**config.mk**
```make
export PLATFORM = sky130hd
export DESIGN_NAME = nx_stream_arbiter
export DESIGN_NICKNAME = d
export VERILOG_FILES = /design/src/rtl/nx_constants.sv /design/src/rtl/nx_rr_select.sv /design/src/rtl/nx_stream_arbiter.sv
export SDC_FILE = /design/constraint.sdc
export NUM_CORES = 1
export LEC_CHECK = 0
export ABC_CLOCK_PERIOD_IN_PS = 3100
export CAP_MARGIN = 20
export CORE_ASPECT_RATIO = 0.5
export CORE_MARGIN = 4
export CORE_UTILIZATION = 35
export CTS_BUF_LIST = sky130_fd_sc_hd__clkbuf_2 sky130_fd_sc_hd__clkbuf_4 sky130_fd_sc_hd__clkbuf_8
export CTS_CLUSTER_SIZE = 10
export DETAILED_ROUTE_END_ITERATION = 8
export GPL_TIMING_DRIVEN = 0
export PLACE_DENSITY_LB_ADDON = 0.12
export SLEW_MARGIN = 10
export SYNTH_ARGS = -nofsm -noshare
export SYNTH_HDL_FRONTEND = slang
export SYNTH_HIERARCHICAL = 1
export SYNTH_SLANG_ARGS = --single-unit
export TNS_END_PERCENT = 1
```
**constraint.sdc**
```tcl
create_clock -name clk_i -period 3.1 [get_ports clk_i]
set_clock_uncertainty 0.1 [all_clocks]
set_input_delay 0.31 -clock clk_i [delete_from_list [all_inputs] [get_ports clk_i]]
set_output_delay 0.31 -clock clk_i [all_outputs]
set_load 0.01 [all_outputs]
```
**src/rtl/nx_constants.sv**
```systemverilog
`default_nettype none
// +----------------------------------------------------------------------------+
// | Module   : nx_constants                                                    |
// | Brief    : Direction encoding shared by the stream arbiter and distributor |
// | Revision : 1.0 - initial release                                           |
// +----------------------------------------------------------------------------+
package nx_constants;

   typedef logic [1:0] direction_t;

   localparam direction_t DIRX_NORTH = 2'd0;
   localparam direction_t DIRX_EAST  = 2'd1;
   localparam direction_t DIRX_SOUTH = 2'd2;
   localparam direction_t DIRX_WEST  = 2'd3;

   localparam int unsigned NUM_DIRS = 4;

   // Next direction in the cyclic N,E,S,W order; wraps naturally in 2 bits.
   function automatic direction_t dir_next(input direction_t d);
      return d + direction_t'(1);
   endfunction

endpackage
`default_nettype wire

```
**src/rtl/nx_rr_select.sv**
```systemverilog
`default_nettype none
// +----------------------------------------------------------------------------+
// | Module   : nx_rr_select                                                    |
// | Brief    : Combinational 4-way round-robin picker (search from last + 1)   |
// | Revision : 1.0 - initial release                                           |
// +----------------------------------------------------------------------------+
module nx_rr_select
   import nx_constants::*;
(
   input  logic [3:0] i_req,
   input  direction_t i_last,
   output logic [3:0] o_grant,
   output direction_t o_winner,
   output logic       o_any
);

   direction_t w_idx;
   logic       w_found;

   // The last-served direction is visited last, giving it the lowest priority.
   always_comb begin
      o_winner = i_last;
      w_found  = 1'b0;
      w_idx    = i_last;
      for (int k = 1; k <= 4; k++) begin
         w_idx = i_last + direction_t'(k);
         if (!w_found && i_req[w_idx]) begin
            w_found  = 1'b1;
            o_winner = w_idx;
         end
      end
   end

   assign o_any   = |i_req;
   assign o_grant = o_any ? (4'b0001 << o_winner) : 4'b0000;

endmodule
`default_nettype wire

```
**src/rtl/nx_stream_arbiter.sv**
```systemverilog
`default_nettype none
// +----------------------------------------------------------------------------+
// | Module   : nx_stream_arbiter                                               |
// | Brief    : Round-robin merge of N/E/S/W streams into one registered slot   |
// | Revision : 1.0 - initial release                                           |
// +----------------------------------------------------------------------------+
module nx_stream_arbiter
   import nx_constants::*;
#(
   parameter int STREAM_WIDTH = 32
) (
   input  logic                    clk_i,
   input  logic                    rst_i,

   input  logic [STREAM_WIDTH-1:0] north_data_i,
   input  logic                    north_valid_i,
   output logic                    north_ready_o,

   input  logic [STREAM_WIDTH-1:0] east_data_i,
   input  logic                    east_valid_i,
   output logic                    east_ready_o,

   input  logic [STREAM_WIDTH-1:0] south_data_i,
   input  logic                    south_valid_i,
   output logic                    south_ready_o,

   input  logic [STREAM_WIDTH-1:0] west_data_i,
   input  logic                    west_valid_i,
   output logic                    west_ready_o,

   output logic [STREAM_WIDTH-1:0] arb_data_o,
   output direction_t              arb_dir_o,
   output logic                    arb_valid_o,
   input  logic                    arb_ready_i
);

   logic [STREAM_WIDTH-1:0] r_data;
   direction_t              r_dir;
   logic                    r_valid;
   direction_t              r_last;

   logic [3:0]              w_req;
   logic [3:0]              w_grant;
   direction_t              w_winner;
   logic                    w_any;
   logic                    w_can_accept;
   logic                    w_accept;
   logic [STREAM_WIDTH-1:0] w_win_data;

   assign w_req = {west_valid_i, south_valid_i, east_valid_i, north_valid_i};

   nx_rr_select u_rr_select (
      .i_req    (w_req),
      .i_last   (r_last),
      .o_grant  (w_grant),
      .o_winner (w_winner),
      .o_any    (w_any)
   );

   // Draining the slot in the same cycle frees it, so a refill needs no bubble.
   assign w_can_accept = !r_valid || arb_ready_i;
   assign w_accept     = w_any && w_can_accept;

   assign north_ready_o = w_grant[DIRX_NORTH] && w_can_accept && !rst_i;
   assign east_ready_o  = w_grant[DIRX_EAST]  && w_can_accept && !rst_i;
   assign south_ready_o = w_grant[DIRX_SOUTH] && w_can_accept && !rst_i;
   assign west_ready_o  = w_grant[DIRX_WEST]  && w_can_accept && !rst_i;

   always_comb begin
      w_win_data = north_data_i;
      case (w_winner)
         DIRX_NORTH: w_win_data = north_data_i;
         DIRX_EAST:  w_win_data = east_data_i;
         DIRX_SOUTH: w_win_data = south_data_i;
         DIRX_WEST:  w_win_data = west_data_i;
         default:    w_win_data = north_data_i;
      endcase
   end

   // Pointer starts at west so north wins the first arbitration after reset.
   always_ff @(posedge clk_i or posedge rst_i) begin
      if (rst_i) begin
         r_valid <= 1'b0;
         r_data  <= '0;
         r_dir   <= DIRX_NORTH;
         r_last  <= DIRX_WEST;
      end else if (w_accept) begin
         r_valid <= 1'b1;
         r_data  <= w_win_data;
         r_dir   <= w_winner;
         r_last  <= w_winner;
      end else if (arb_ready_i) begin
         r_valid <= 1'b0;
      end
   end

   assign arb_data_o  = r_data;
   assign arb_dir_o   = r_dir;
   assign arb_valid_o = r_valid;

endmodule
`default_nettype wire

```
== Word level (Yosys, flattened, before mapping) ==
Index checks and enable logic that the tools add are counted.

* Bits in registers: 37
* Output and inout port bits: 39

* Magnitude comparators: 4
* Equal/unequal tests: 3
* Add/subtract/negate cells: 3
* Shift operators: 1
* Muxes and demuxes: 19
* Reductions and logical operators: 21

{| class="wikitable"
|+ Operators by type and width
! cell !! number
|-
| 32-bit case mux with 4 select lines || 1
|-
| 1-bit logical AND || 12
|-
| 2-bit by 3-bit < comparator with 1-bit output, second input constant || 4
|-
| 1-bit two-way mux || 9
|-
| 1-bit binary-select mux with 2-bit select || 4
|-
| 2-bit two-way mux || 4
|-
| 1-bit logical NOT || 5
|-
| 2-bit adder, second input constant || 2
|-
| 2-bit == test, second input constant || 2
|-
| 4-bit two-way mux || 1
|-
| 4-bit OR reduction || 1
|-
| 1-bit by 2-bit left shift with 4-bit output, first input constant || 1
|-
| 2-bit by 1-bit adder with 2-bit output, second input constant || 1
|-
| 2-bit by 1-bit == test with 1-bit output, second input constant || 1
|-
| 2-bit logical NOT || 1
|-
| 2-bit nonzero test || 1
|-
| 1-bit logical OR || 1
|}

== Depth between registers and ports, before layout ==
* Depth after elaboration: 17
* Mapped depth: 8
* Depth with buffers taken out: 6

== By module ==
Netlist, hierarchy kept.

{| class="wikitable"
|+ By module, submodules not included
! module !! times used !! area an instance (um2) !! cells an instance
|-
| nx_stream_arbiter || 1 || 2,208.4 || 128
|-
| nx_rr_select || 1 || 142.6 || 22
|}

== Worst setup path after synthesis ==
OpenSTA, ideal clock, no wires.

* Kind: reg2reg
* From: register r_last[0]
* To: register r_data[22] (netlist: arb_data_o[22])
* Stages on the path, launching flop included: 7
* Library setup time: 0.125 ns
* Period minus slack after synthesis: 2.220 ns
* Required time: 2.875 ns
* Arrival time: 1.995 ns
* Buffers on the path: 2
* Slack: 0.880 ns
* Path through: dfstp_2 > inv_1 > o311ai_1 > buf_6 > buf_6 > mux4_2 > mux2_2

* Word-level cells in the longest chain between the ends: 15
* Elaborated cells between the ends (all ways): 29

{| class="wikitable"
|+ RTL lines
! what !! line !! text
|-
| from (decl) || nx_stream_arbiter.sv:40 || <nowiki>direction_t r_last;</nowiki>
|-
| from (signal assigned) || nx_stream_arbiter.sv:91 || <nowiki>r_last <= w_winner;</nowiki>
|-
| 2-bit by 1-bit adder with 2-bit output || nx_rr_select.sv:26 || <nowiki>w_idx = i_last + direction_t'(k);</nowiki>
|-
| 1-bit binary-select mux with 2-bit select || nx_rr_select.sv:27 || <nowiki>if (!w_found && i_req[w_idx]) begin</nowiki>
|-
| 1-bit two-way mux (not written as such) || nx_rr_select.sv:27 ||
|-
| 1-bit two-way mux || nx_rr_select.sv:27 ||
|-
| 1-bit logical NOT || nx_rr_select.sv:27 ||
|-
| 1-bit logical AND || nx_rr_select.sv:27 ||
|-
| 1-bit two-way mux || nx_rr_select.sv:27 ||
|-
| 1-bit logical NOT || nx_rr_select.sv:27 ||
|-
| 1-bit logical AND || nx_rr_select.sv:27 ||
|-
| 1-bit two-way mux || nx_rr_select.sv:27 ||
|-
| 1-bit logical NOT || nx_rr_select.sv:27 ||
|-
| 1-bit logical AND || nx_rr_select.sv:27 ||
|-
| 2-bit two-way mux (*) || nx_rr_select.sv:27 ||
|-
| net w_winner[0] || nx_stream_arbiter.sv:44 || <nowiki>direction_t w_winner;</nowiki>
|-
| 2-bit == test (tied with other cells) || nx_stream_arbiter.sv:71 || <nowiki>case (w_winner)</nowiki>
|-
| 32-bit case mux with 4 select lines (*) || nx_stream_arbiter.sv:71 ||
|-
| to (signal assigned) || nx_stream_arbiter.sv:89 || <nowiki>r_data <= w_win_data;</nowiki>
|-
| to (decl) || nx_stream_arbiter.sv:37 || <nowiki>logic [STREAM_WIDTH-1:0] r_data;</nowiki>
|}

The timed path passes the listed nets; every way through them passes the cells marked *. The select of a mux whose other input is x is not followed.
A chain may end at the register's enable or synchronous reset.

== Worst setup path in the final report ==
* From: register r_last[0]
* To: register r_data[1] (netlist: arb_data_o[1])

Same word-level chain as after synthesis.

==> flow_summary.toml <==
[outcome]
run_status = "completed"

[global_routing]
grt_usage_pct = 18.03
grt_overflow = 0
grt_pass1_wl_mm = 11.24
antenna_found_initial = 0
grt_pass1_vias = 2325
grt_max_degree = 38

[placed_design]
place.gp.congestion = 0.7308
hpwl_mm = 6.170
post-place-ws_ns = 0.2568
io_buffer_count = 173
place_area_sq_um = 4193

[detailed_routing]
dr_wl_met2_mm = 4.040
vias = 2108
wirelength_met1_mm = 2.569
drt_pass1_iterations = 4
drt_iter0_markers = 82
wl_met3_microns = 858
top_layer = "met4"
drc = 0
via_per_inst = 5.031
avgRoutedWirePerCell_microns = 17.89
ant_nets = 0
drt-total-wl_mm = 7.498

[power_and_ir_drop]
p_sw_share_pct = 30.98
combPwrFrac_pct = 58.3
irDropWorstVdd_mv = 0.3242
p_leak_uw = 0.001673
pwr-share-seq_pct = 26.2
finalPower_uw = 3316
power.share.clock_pct = 15.6
switching_power_uw = 1027
p_per_area_nw_per_um2 = 765.7
p_int_uw = 2288

[logic_synthesis]
synthFlopType = "dfrtp_1"
yosysSeqAreaShare_pct = 39.49
syn_area_per_cell_sq_um = 15.67
syn_nets = 285
synth_top_cell_by_area = "dfrtp_1"
synth_warnings = 6
synth_top_cell_area_share_pct = 37.25
synth_commonest_cells = "35 x dfrtp_1, 34 x mux2_2, 29 x mux4_2"
synth-edff-count = 0
yosysMostFrequentCell = "dfrtp_1"
syn-instance-count = 150
synth-seq-cells = 37
async_reset_ff_share_pct = 100.0
ys_top_cells_by_area = "dfrtp_1 37%, mux4_2 28%, mux2_2 16%"
syn_area_sq_um = 2351
ys_types = 25

[worst_setup_path]
endpoint_kind = "flip-flop"
cp_data_required_time_ns = 3.18
worst_ep_arrival_time_ns = 2.66
start_kind = "flip-flop"
worst-path-max-fanout = 10
crit_type = "reg -> reg"

[cts]
cts_buffers = 5
path_clk_slew_ns = 0.09
clk_path_buf_depth = 2
ctsHtreeMaxLevel = 2
post_cts_buffers = 0
hold_buffers = 0
cts_tree = "built"
ctsResizeCount = 0
cts.sinks = 37
cts_root_buf = "clkbuf_8"
clock_latency_ns = 0.29

[cells_and_area]
layout.nets = 465
n_antenna_cell = 0
syn_to_final_growth_pct = 84.19
post-route-util_pct = 68.94
final_area_sq_um = 4330
drive_gt1_share_pct = 26.59

[floorplan]
coreArea_sq_um = 6281
die_h_microns = 65.96
die_area_sq_um = 8172
start_util_pct = 37.43
dieWidth_microns = 123.9
io_pins = 174
placementRows = 20

[job]
cap_violations = 0

[sta]
fmax_mhz = 387.7
drv_slew = 0
tightest_slew_ns = 0.7921
slew_headroom_pct = 47.11
hold_viol = 0
period_share_pct = 83.19
worst_slack_ns = 0.5210
setup_viol = 0
tns_ns = 0
fin_crit_ns = 2.579
rsz0062_at_grt = "no"

[hold_path]
hp-class = "reg -> reg"
-- flip-flops by register name (all words and copies together) (netlist names) --
register and cells:
arb_data_o 32, arb_valid_o 1, r_last 2, arb_dir_o 2
-- power groups by stage --
stage	Combinational (uW)	Sequential, uW	Clock (uW)
after floorplan	1000	970	0
after global placement	1930	859	0
after detailed placement	1960	878	0
after CTS	1970	870	525
after global routing	2080	902	546
final	1930	868	516
-- metrics by stage --
| step | cells | hold slack (ns) |
|---|---|---|
| floorplan | 150 | 0.3882 |
| global placement | 411 | 0.3626 |
| detailed placement | 411 | 0.3684 |
| CTS | 419 | 0.3878 |
| global route | 419 | 0.4137 |
| finish | 419 | 0.3862 |
-- layout by cell type, fill, tap and decap left out, drive strengths merged, types with 2 or more instances in the layout --
| cell type | n |
|---|---|
| buf | 11 |
| nor2 | 4 |
| o22ai | 2 |
| and2b | 2 |
| nand2 | 2 |
| nor2b | 3 |
| dfstp | 2 |
| a21o | 2 |
| dfrtp | 35 |
| a21oi | 2 |
| o21ai | 3 |
| inv | 4 |
| and2 | 4 |
| o221a | 2 |
| bufinv | 2 |
| clkbuf | 6 |
| mux2 | 34 |
| a32o | 2 |
| mux4 | 32 |
| clkdlybuf4s50 | 173 |
-- critical path, stage by stage, from the launching register on --
cell and delay, ns:
dfstp_2 0.59, and2b_1 0.22, o31ai_1 0.21, clkbuf_1 0.36
buf_2 0.35, mux4_2 0.35, mux2_2 0.27
-- metal layers --
metal | vias to the layer above | GRT usage, %
met4 | 0 | 3.138
met5 | - | 0
met1 | 1047 | 18.26
met2 | 99 | 35.64
li1 | 960 | -
met3 | 2 | 6.838
-- worst paths after layout --
check                             start              to  slack [ns]  cells after the start
hold reg to reg            arb_dir_o[0]    arb_dir_o[0]        0.39                      1
setup reg to reg              r_last[0]   arb_data_o[1]        0.52                      6
setup / recovery              r_last[0]   arb_data_o[1]        0.52                      6
hold / removal             arb_dir_o[0]    arb_dir_o[0]        0.39                      1
max in group asynchronous         rst_i  arb_data_o[20]        1.99                      2
min in group asynchronous         rst_i  arb_data_o[25]        0.42                      2
-- area by class of cell --
| type | instances | area [sq um] |
|---|---|---|
| fillers | 455 | 1951 |
| repair buffers | 173 | 1732 |
| multi-input cells | 98 | 1320 |
| flip-flops and latches | 37 | 928.4 |
| well taps | 88 | 110.1 |
| plain buffers | 12 | 91.34 |
| clock buffers | 5 | 68.82 |
| clock inverters | 3 | 68.82 |
| inverters | 3 | 11.26 |
-- cell families after synthesis --
| family | share of synthesized area, % |
|---|---|
| simple gates | 3.991 |
| compound gates | 4.736 |
| flops | 39.49 |
| buf+inv | 4.364 |
| mux | 47.42 |
Note: power is estimated with default switching activity, not from simulation.
